==> src/rtl/mem_port_arbiter_pkg.sv <==
// mem_arb_pkg: shared types and width helpers for the memory port arbiter.
// Latency: n/a (types only).
// Backpressure: n/a (types only).
package mem_arb_pkg;

  typedef enum logic [1:0] {
    IDLE      = 2'd0,
    IC_BURST  = 2'd1,
    DC_ACCESS = 2'd2
  } arb_state_t;

  typedef enum logic {
    REQ_IC = 1'b0,
    REQ_DC = 1'b1
  } requester_t;

  // Width of the beat counter for a burst of burst_len words.
  function automatic int beat_w(input int burst_len);
    return (burst_len <= 2) ? 1 : $clog2(burst_len);
  endfunction

endpackage

==> src/rtl/mem_port_arbiter_burst_addr_gen.sv <==
// burst_addr_gen: line-base capture, beat counter and last-beat flag for I-side refills.
// Latency: addr valid the cycle after load; advances one beat per accepted beat.
// Backpressure: counter holds while advance is low (mem_ready=0).
// Ports: load/load_addr capture a new line, advance steps one beat,
//        addr is the current beat byte address, last flags beat BURST_LEN-1.
module burst_addr_gen
  import mem_arb_pkg::*;
#(
  parameter int ADDR_W    = 32,
  parameter int BURST_LEN = 4
) (
  input  logic              clk,
  input  logic              reset_n,
  input  logic              load,
  input  logic [ADDR_W-1:0] load_addr,
  input  logic              advance,
  output logic [ADDR_W-1:0] addr,
  output logic              last
);

  localparam int BEAT_W = beat_w(BURST_LEN);
  // Byte offset bits covered by one line: beat index plus word offset.
  localparam int OFF_W  = BEAT_W + 2;

  logic [ADDR_W-OFF_W-1:0] line_hi;
  logic [BEAT_W-1:0]       beat_cnt;

  always_ff @(posedge clk) begin
    if (!reset_n) begin
      line_hi  <= '0;
      beat_cnt <= '0;
    end else if (load) begin
      line_hi  <= load_addr[ADDR_W-1:OFF_W];
      beat_cnt <= '0;
    end else if (advance) begin
      // BURST_LEN is a power of two, so the natural wrap returns to 0 after the last beat.
      beat_cnt <= beat_cnt + 1'b1;
    end
  end

  assign addr = {line_hi, beat_cnt, 2'b00};
  assign last = (beat_cnt == BEAT_W'(BURST_LEN - 1));

endmodule

==> src/rtl/mem_port_arbiter.sv <==
// mem_port_arbiter: round-robin share of one memory port between I-cache refills and D-cache words.
// Latency: grant in IDLE cycle N, first beat N+1; IC done N+BURST_LEN, DC done N+1; one IDLE cycle after done.
// Backpressure: mem_ready=0 freezes mem_* outputs and the beat counter; each stall adds one cycle.
// Ports: ic_* refill requester (gnt/rvalid/rdata/done), dc_* single-word requester
//        (we/addr/wdata in, gnt/rvalid/rdata/done out), mem_* beat request to memory
//        with mem_ready/mem_rdata returned in the accepting cycle.
module mem_port_arbiter
  import mem_arb_pkg::*;
#(
  parameter int ADDR_W    = 32,
  parameter int DATA_W    = 32,
  parameter int BURST_LEN = 4
) (
  input  logic              clk,
  input  logic              reset_n,
  input  logic              ic_req,
  input  logic [ADDR_W-1:0] ic_addr,
  output logic              ic_gnt,
  output logic              ic_rvalid,
  output logic [DATA_W-1:0] ic_rdata,
  output logic              ic_done,
  input  logic              dc_req,
  input  logic              dc_we,
  input  logic [ADDR_W-1:0] dc_addr,
  input  logic [DATA_W-1:0] dc_wdata,
  output logic              dc_gnt,
  output logic              dc_rvalid,
  output logic              dc_done,
  output logic [DATA_W-1:0] dc_rdata,
  output logic              mem_req,
  output logic              mem_we,
  output logic [ADDR_W-1:0] mem_addr,
  output logic [DATA_W-1:0] mem_wdata,
  input  logic              mem_ready,
  input  logic [DATA_W-1:0] mem_rdata
);

  arb_state_t        state, state_nxt;
  requester_t        last_gnt;
  logic              dc_we_q;
  logic [ADDR_W-1:0] dc_addr_q;
  logic [DATA_W-1:0] dc_wdata_q;

  logic              ic_win, dc_win;
  logic [ADDR_W-1:0] burst_addr;
  logic              burst_last;

  // On a tie the side not granted last time wins.
  assign ic_win = (state == IDLE) && ic_req && (!dc_req || (last_gnt == REQ_DC));
  assign dc_win = (state == IDLE) && dc_req && (!ic_req || (last_gnt == REQ_IC));

  burst_addr_gen #(
    .ADDR_W    (ADDR_W),
    .BURST_LEN (BURST_LEN)
  ) u_addr_gen (
    .clk       (clk),
    .reset_n   (reset_n),
    .load      (ic_win && reset_n),
    .load_addr (ic_addr),
    .advance   ((state == IC_BURST) && mem_ready),
    .addr      (burst_addr),
    .last      (burst_last)
  );

  // State register plus arbitration bookkeeping and D-side capture.
  always_ff @(posedge clk) begin
    if (!reset_n) begin
      state      <= IDLE;
      last_gnt   <= REQ_IC;
      dc_we_q    <= 1'b0;
      dc_addr_q  <= '0;
      dc_wdata_q <= '0;
    end else begin
      state <= state_nxt;
      if (ic_win) begin
        last_gnt <= REQ_IC;
      end else if (dc_win) begin
        last_gnt   <= REQ_DC;
        dc_we_q    <= dc_we;
        dc_addr_q  <= dc_addr;
        dc_wdata_q <= dc_wdata;
      end
    end
  end

  // Next-state logic.
  always_comb begin
    state_nxt = state;
    unique case (state)
      IDLE: begin
        if (ic_win)      state_nxt = IC_BURST;
        else if (dc_win) state_nxt = DC_ACCESS;
      end
      IC_BURST:  if (mem_ready && burst_last) state_nxt = IDLE;
      DC_ACCESS: if (mem_ready)               state_nxt = IDLE;
      default:   state_nxt = IDLE;
    endcase
  end

  // Outputs. Everything is forced low while reset_n is low so a beat that
  // completes during reset is dropped rather than reported.
  always_comb begin
    ic_gnt    = 1'b0;
    dc_gnt    = 1'b0;
    ic_rvalid = 1'b0;
    ic_rdata  = '0;
    ic_done   = 1'b0;
    dc_rvalid = 1'b0;
    dc_rdata  = '0;
    dc_done   = 1'b0;
    mem_req   = 1'b0;
    mem_we    = 1'b0;
    mem_addr  = '0;
    mem_wdata = '0;
    if (reset_n) begin
      unique case (state)
        IDLE: begin
          ic_gnt = ic_win;
          dc_gnt = dc_win;
        end
        IC_BURST: begin
          mem_req   = 1'b1;
          mem_addr  = burst_addr;
          ic_rvalid = mem_ready;
          ic_done   = mem_ready && burst_last;
          if (mem_ready) ic_rdata = mem_rdata;
        end
        DC_ACCESS: begin
          mem_req   = 1'b1;
          mem_we    = dc_we_q;
          mem_addr  = dc_addr_q;
          mem_wdata = dc_wdata_q;
          dc_done   = mem_ready;
          dc_rvalid = mem_ready && !dc_we_q;
          if (mem_ready && !dc_we_q) dc_rdata = mem_rdata;
        end
        default: ;
      endcase
    end
  end

endmodule

==> config.mk <==
export PLATFORM = sky130hd
export DESIGN_NAME = mem_port_arbiter
export DESIGN_NICKNAME = d
export VERILOG_FILES = /design/src/rtl/mem_port_arbiter_pkg.sv /design/src/rtl/mem_port_arbiter_burst_addr_gen.sv /design/src/rtl/mem_port_arbiter.sv
export SDC_FILE = /design/constraint.sdc
export NUM_CORES = 1
export LEC_CHECK = 0
export CAP_MARGIN = 20
export CORE_ASPECT_RATIO = 1.2
export CORE_MARGIN = 10
export CORE_UTILIZATION = 35
export DETAILED_ROUTE_END_ITERATION = 7
export MAX_ROUTING_LAYER = met4
export PLACE_DENSITY = 0.76
export REMOVE_ABC_BUFFERS = 1
export SLEW_MARGIN = 20
export SYNTH_ARGS = -nofsm -noshare
export SYNTH_HDL_FRONTEND = slang
export SYNTH_SLANG_ARGS = --single-unit
==> constraint.sdc <==
create_clock -name clk -period 3.8 [get_ports clk]
set_input_delay 0.38 -clock clk [delete_from_list [all_inputs] [get_ports clk]]
set_output_delay 0.38 -clock clk [all_outputs]
set_load 0.03 [all_outputs]
==> impl_results.md, run 1 <==
* Core Box Area at 12600 µm²
* Worst Tran Pin Value at 0.823 ns
* Multi-input gate area at 2240 µm²
* Slew Viols, Final at 0
* Placer Congestion at 0.841
* Vias in the first global route at 4929
* Most common cell after layout, fill and taps aside: clkdlybuf4s50_1
* Final WS setup at 0.283 ns
* Syn Area/Cell at 7.82 µm²
* Clock skew at 0.00801 ns
* Fin area at 7370 µm²
* Die width at 123 µm
* Final setup TNS at 0 ns
* Period utilisation layout at 92.5%
* IO Count at 270
* Clk_lat worst skew at 0.35 ns
* Hold Crit Depth at 2
* Root Buffer: clkbuf_16
* DIE AREA at 17700 µm²
* Largest net degree at the start of global routing at 67
* Commonest non-fill, non-tap cells in the layout: clkdlybuf4s50_1, nand2_1, dfxtp_1
* Setup crit end kind: output pin
* Yosys top cell area share at 43.9%
* Crit-path max cell delay at 0.86 ns
* Setup repair bufs after CTS at 0
* Maxcap violations at 0
* Max layer used: met4
* Critical path arrival at 3.14 ns
* CTS Buf Count at 9
* Remaining DRCs at 0
* Seq cells post-synth at 98
* Worst path slowest cell: clkdlybuf4s50_1
* Post-CTS sizing at 0
* Crit path to: dc_rdata[13]
* Crit path launch type: primary input
* Post-Layout Cell Count at 976
* Via/cell ratio at 4.93
* PwrDens at 403 nW/µm²
* Post-cts hold buffer count at 0
* Status: finished clean
* Final wirelength at 17.8 mm
* # fillers at 1081
* Detailed placement HPWL at 13.0 mm
* Congestion Overflow GR at 0
* Worst hold path class: reg2reg
* Sequential element share of the synthesized area at 43.9%
* First-pass GRT wire length at 26.4 mm
* R2r setup slk at 1.60 ns
* Buffers on Ports at 265
* Initial antenna violation count at 1
* Routed length on met1 at 7.14 mm
* CP required at 3.42 ns
* Critical R2R Capture: dc_addr_q[22]
* Clock tree buffer depth at 2
* DR vias at 4808
* WL met3 at 1.23 mm
* Worst relative slew slack at 45.1%
* Post-synth top area cell: dfxtp_1
* R2R depth at 6
* Maximum VDD drop at 261 µV
* Critical path type: in2out
* FF/Latch Area at 1960 µm²
* RSZ-0062 raised after global routing: no
* Synthesized cell area at 4470 µm²
* Drt first pass iters at 5
* Antenna Nets Post-Route at 0
* Place WS at 0.300 ns
* Worst-path cell chain: clkdlybuf4s50_1, and3_1, and2b_1, and2_1, clkdlybuf4s50_1
* CTS sink count at 98
* P_leak at 3.03 nW
* DIE HEIGHT at 144 µm
* Distinct cells, synth at 23
* Crit path from: reset_n
* DR WL met2 at 9.04 mm
* Area post-placement at 7050 µm²
* CTS tree: yes
* Drt wl/cell at 18.2 µm
* Reg2reg start: state[0]
* Share of layout cells above drive strength 1 at 12.3%
* DR iter-0 viols at 345
* Area contributors post-synth: dfxtp_1, nand2_1, and2_1
* Hold Fails Final Rpt at 0
* Max Clk Rate at 284 MHz
* Initial Util at 35.6%
* Cells after DPL at 959
* Yosys warns at 0
* Min Tclk post-route at 3.52 ns
* Cell count after synthesis at 571
* Final Hold Slack at 0.449 ns
* Crit-path max FO at 33
* Crit path top cell by count: clkdlybuf4s50_1
* Area Overhead vs Synth at 65.0%
* # nets final at 944
* Reg clk slew, reported paths at 0.07 ns
* Final setup violation count at 0
* H-tree levels at 3
* Core Rows at 45
* GRT Resource Usage Total at 19.3%
-- per-stage QoR --
step | util (%) | power (mW)
3_3_place_gp | 56.2 | 2.00
3_5_place_dp | 56.2 | 2.03
2_1_floorplan | - | 1.64
5_1_grt | 58.7 | 3.12
4_1_cts | 58.7 | 3.00
6_report | 58.7 | 2.97
-- flip-flops by register name, summed over array words and instances (netlist names) --
register             flops
dc_addr_q               32
dc_wdata_q              32
dc_we_q                  1
last_gnt                 1
state                    2
u_addr_gen.beat_cnt      2
u_addr_gen.line_hi      28
-- worst min path at each step --
| stage | startpoint | end |
|---|---|---|
| after floorplan | dc_addr_q[0] | dc_addr_q[0] |
| after global placement | dc_wdata_q[7] | dc_wdata_q[7] |
| after detailed placement | dc_wdata_q[11] | dc_wdata_q[11] |
| after CTS | dc_wdata_q[11] | dc_wdata_q[11] |
| after global routing | dc_addr_q[1] | dc_addr_q[1] |
| final | dc_wdata_q[25] | dc_wdata_q[25] |
-- synthesized netlist by cell type --
cell type	number
a211oi_1	1
a21oi_1	69
a22o_1	29
a22oi_1	30
and2_1	66
and2b_1	1
and3_1	37
buf_2	13
buf_4	6
buf_6	3
clkbuf_1	29
dfxtp_1	98
ha_1	4
inv_1	4
inv_2	2
nand2_1	137
nand2b_1	1
nand3_1	2
nor2_1	35
o211ai_2	1
o21ai_0	1
o32ai_1	1
xor2_1	1
-- worst max-delay path: cells and delay by family --
kind | cells | cell delay, ns
buffers and inverters | 2 | 1.54
and+or+nand+nor | 3 | 1.19
-- layer usage --
metal | vias up | GRT usage [%]
li1 | 2374 | -
met1 | 2253 | 21.7
met2 | 156 | 31.8
met3 | 25 | 4.95
met4 | 0 | 8.16
met5 | - | -
-- power by group --
| part | leakage [nW] | total, mW | internal [mW] | switching [mW] |
|---|---|---|---|---|
| clock network | 0.156 | 0.971 | 0.577 | 0.395 |
| logic | 2.07 | 0.793 | 0.323 | 0.469 |
| registers | 0.803 | 1.21 | 1.15 | 0.0594 |
-- logic make-up after synthesis --
family / count (synthesis) / synth area share [%]
flops: 98 / 43.9
fa+ha+maj: 4 / 1.12
xor+xnor: 1 / 0.196
buf+inv: 57 / 6.16
simple gates: 279 / 29.4
compound gates: 132 / 19.2
-- area by class of cell --
type	count	share of cell area, %
Multi-Input combinational cell	416	30.4
Timing Repair Buffer	275	35.5
Clock buffer	9	3.05
Tap cell	164	2.78
Sequential cell	98	26.6
Antenna cell	2	0.0679
Clock inverter	6	1.24
Inverter	6	0.305
Power figures use the tool's default switching activity.
==> inputs of run 2 (changes only) <==
- CORE_ASPECT_RATIO: 1.2 -> 0.8
- HOLD_SLACK_MARGIN: not set -> 0.06
==> impl_results.md, run 2 (synthesis gave the netlist of run 1 again) <==
* Status: finished clean (unchanged)
* DR iter-0 viols at 364 (was 345)
* RSZ-0062 raised after global routing: no (unchanged)
* DIE HEIGHT at 121 µm (was 144 µm)
* Multi-input gate area at 2240 µm² (about the same)
* Largest net degree at the start of global routing at 67 (unchanged)
* Crit-path max FO at 41 (was 33)
* CTS sink count at 98 (unchanged)
* Congestion Overflow GR at 0 (unchanged)
* Critical path buffer and inverter count at 3 (was 2)
* Period utilisation layout at 86.0% (was 92.5%)
* CTS Buf Count at 9 (unchanged)
* # fillers at 1085 (was 1081)
* FF/Latch Area at 1960 µm² (unchanged)
* Placer Congestion at 0.879 (was 0.841)
* Critical path arrival at 2.89 ns (was 3.14 ns)
* DIE AREA at 17700 µm² (about the same)
* Slew Viols, Final at 0 (unchanged)
* Via/cell ratio at 5.00 (was 4.93)
* Crit-path max cell delay at 0.68 ns (was 0.86 ns)
* Drt wl/cell at 18.4 µm (was 18.2 µm)
* # nets final at 944 (unchanged)
* Detailed placement HPWL at 13.7 mm (was 13.0 mm)
* Most common cell after layout, fill and taps aside: clkdlybuf4s50_1 (unchanged)
* Place WS at 0.675 ns (was 0.300 ns)
* Die width at 146 µm (was 123 µm)
* Clk_lat worst skew at 0.34 ns (was 0.35 ns)
* Root Buffer: clkbuf_16 (unchanged)
* Core Box Area at 12300 µm² (was 12600 µm²)
* Vias in the first global route at 4922 (was 4929)
* Crit path launch type: register (was primary input)
* Worst hold path class: reg2reg (unchanged)
* Routed length on met1 at 7.17 mm (was 7.14 mm)
* Final Hold Slack at 0.449 ns (about the same)
* Antenna Nets Post-Route at 0 (unchanged)
* Post-cts hold buffer count at 0 (unchanged)
* H-tree levels at 3 (unchanged)
* Share of layout cells above drive strength 1 at 12.5% (was 12.3%)
* Initial antenna violation count at 3 (was 1)
* Commonest non-fill, non-tap cells in the layout: clkdlybuf4s50_1, nand2_1, dfxtp_1 (unchanged)
* Hold Fails Final Rpt at 0 (unchanged)
* Buffers on Ports at 265 (unchanged)
* CTS tree: yes (unchanged)
* Critical path type: reg2out (was in2out)
* IO Count at 270 (unchanged)
* Post-CTS sizing at 0 (unchanged)
* Worst path slowest cell: clkdlybuf4s50_1 (unchanged)
* WL met3 at 1.34 mm (was 1.23 mm)
* Final setup TNS at 0 ns (unchanged)
* First-pass GRT wire length at 27.6 mm (was 26.4 mm)
* Family with the most delay on the worst path: buffers and inverters (unchanged)
* Worst relative slew slack at 48.6% (was 45.1%)
* Setup repair bufs after CTS at 0 (unchanged)
* DR vias at 4918 (was 4808)
* Fin util at 59.5% (was 58.7%)
* Remaining DRCs at 0 (unchanged)
* PwrDens at 389 nW/µm² (was 403 nW/µm²)
* Final wirelength at 18.1 mm (was 17.8 mm)
* Drt first pass iters at 5 (unchanged)
* Maxcap violations at 0 (unchanged)
* Clock skew at 0.00749 ns (was 0.00801 ns)
* P_leak at 3.01 nW (was 3.03 nW)
* Setup crit end kind: output pin (unchanged)
* Worst-path cell chain: inv_1, ha_2, and3_1, and2b_1, buf_4, and2_1, clkdlybuf4s50_1 (was clkdlybuf4s50_1, and3_1, and2b_1, and2_1, clkdlybuf4s50_1)
* Initial Util at 36.2% (was 35.6%)
* Final WS setup at 0.532 ns (was 0.283 ns)
* Max Clk Rate at 306 MHz (was 284 MHz)
* Clock tree buffer depth at 2 (unchanged)
* CP required at 3.42 ns (about the same)
* Reg clk slew, reported paths at 0.06 ns (was 0.07 ns)
* Area Overhead vs Synth at 64.5% (was 65.0%)
* DR WL met2 at 9.38 mm (was 9.04 mm)
* Min Tclk post-route at 3.27 ns (was 3.52 ns)
* Worst Tran Pin Value at 0.772 ns (was 0.823 ns)
* Maximum VDD drop at 256 µV (was 261 µV)
* Final setup violation count at 0 (unchanged)
* Largest regs: dc_addr_q x32, dc_wdata_q x32, u_addr_gen.line_hi x28 (unchanged)
* Max layer used: met4 (unchanged)
* Core Rows at 36 (was 45)
* GRT Resource Usage Total at 20.0% (was 19.3%)
## run 2: changes by cell type in the layout (fill, tap and decap cells not counted), sizes merged
cell      delta
bufinv       -2
clkbuf       +2
clkinv       -1
clkinvlp     +1
diode        +1
## run 2: path summary, 6_finish.rpt
kind	cells past startpoint	slack (ns)	to	startpoint
setup / recovery	7	0.53	dc_rdata[24]	state[0]
hold / removal	2	0.45	dc_wdata_q[4]	dc_wdata_q[4]
hold reg to reg	2	0.45	dc_wdata_q[4]	dc_wdata_q[4]
setup reg to reg	6	1.59	dc_addr_q[4]	state[1]
## run 2: where the power goes
part	internal [mW]	leakage, nW	switching, mW	total, mW
sequential	1.15	0.803	0.0602	1.21
clock	0.476	0.138	0.378	0.854
combinational	0.323	2.07	0.471	0.794
## run 2: layout make-up
cell class                 instances  share of cell area, %
multi-input combinational        416                   30.5
inverter                           6                  0.306
antenna                            3                  0.102
tap                              171                   2.91
sequential                        98                   26.7
clock buffer                      11                   3.44
timing repair buffer             275                   35.7
clock inverter                     4                  0.358
## run 2: metrics by stage
step           cell area [µm²]  total power, mW  instances
6_report                  7350             2.86        984
5_1_grt                   7350             3.02        984
4_1_cts                   7340             2.89        981
3_5_place_dp              7060             2.03        966
3_3_place_gp              7060             2.00        966
2_1_floorplan             4220             1.64        520
## run 2: routing by layer
layer / global-route usage [%] / up-vias
li1: - / 2381
met1: 21.7 / 2295
met4: 5.68 / 0
met2: 34.8 / 226
met3: 6.19 / 16
met5: - / -
## run 2: worst min-delay path, stage by stage, from the launching register on
cell and delay (ns):
dfxtp_1 0.30, nand2_1 0.05, a21oi_1 0.05
==> inputs of run 3 (changes only) <==
- CTS_CLUSTER_DIAMETER: not set -> 40
==> results of run 3 <==
No change in the layout: final DEF, timing and power equal those of run 2.
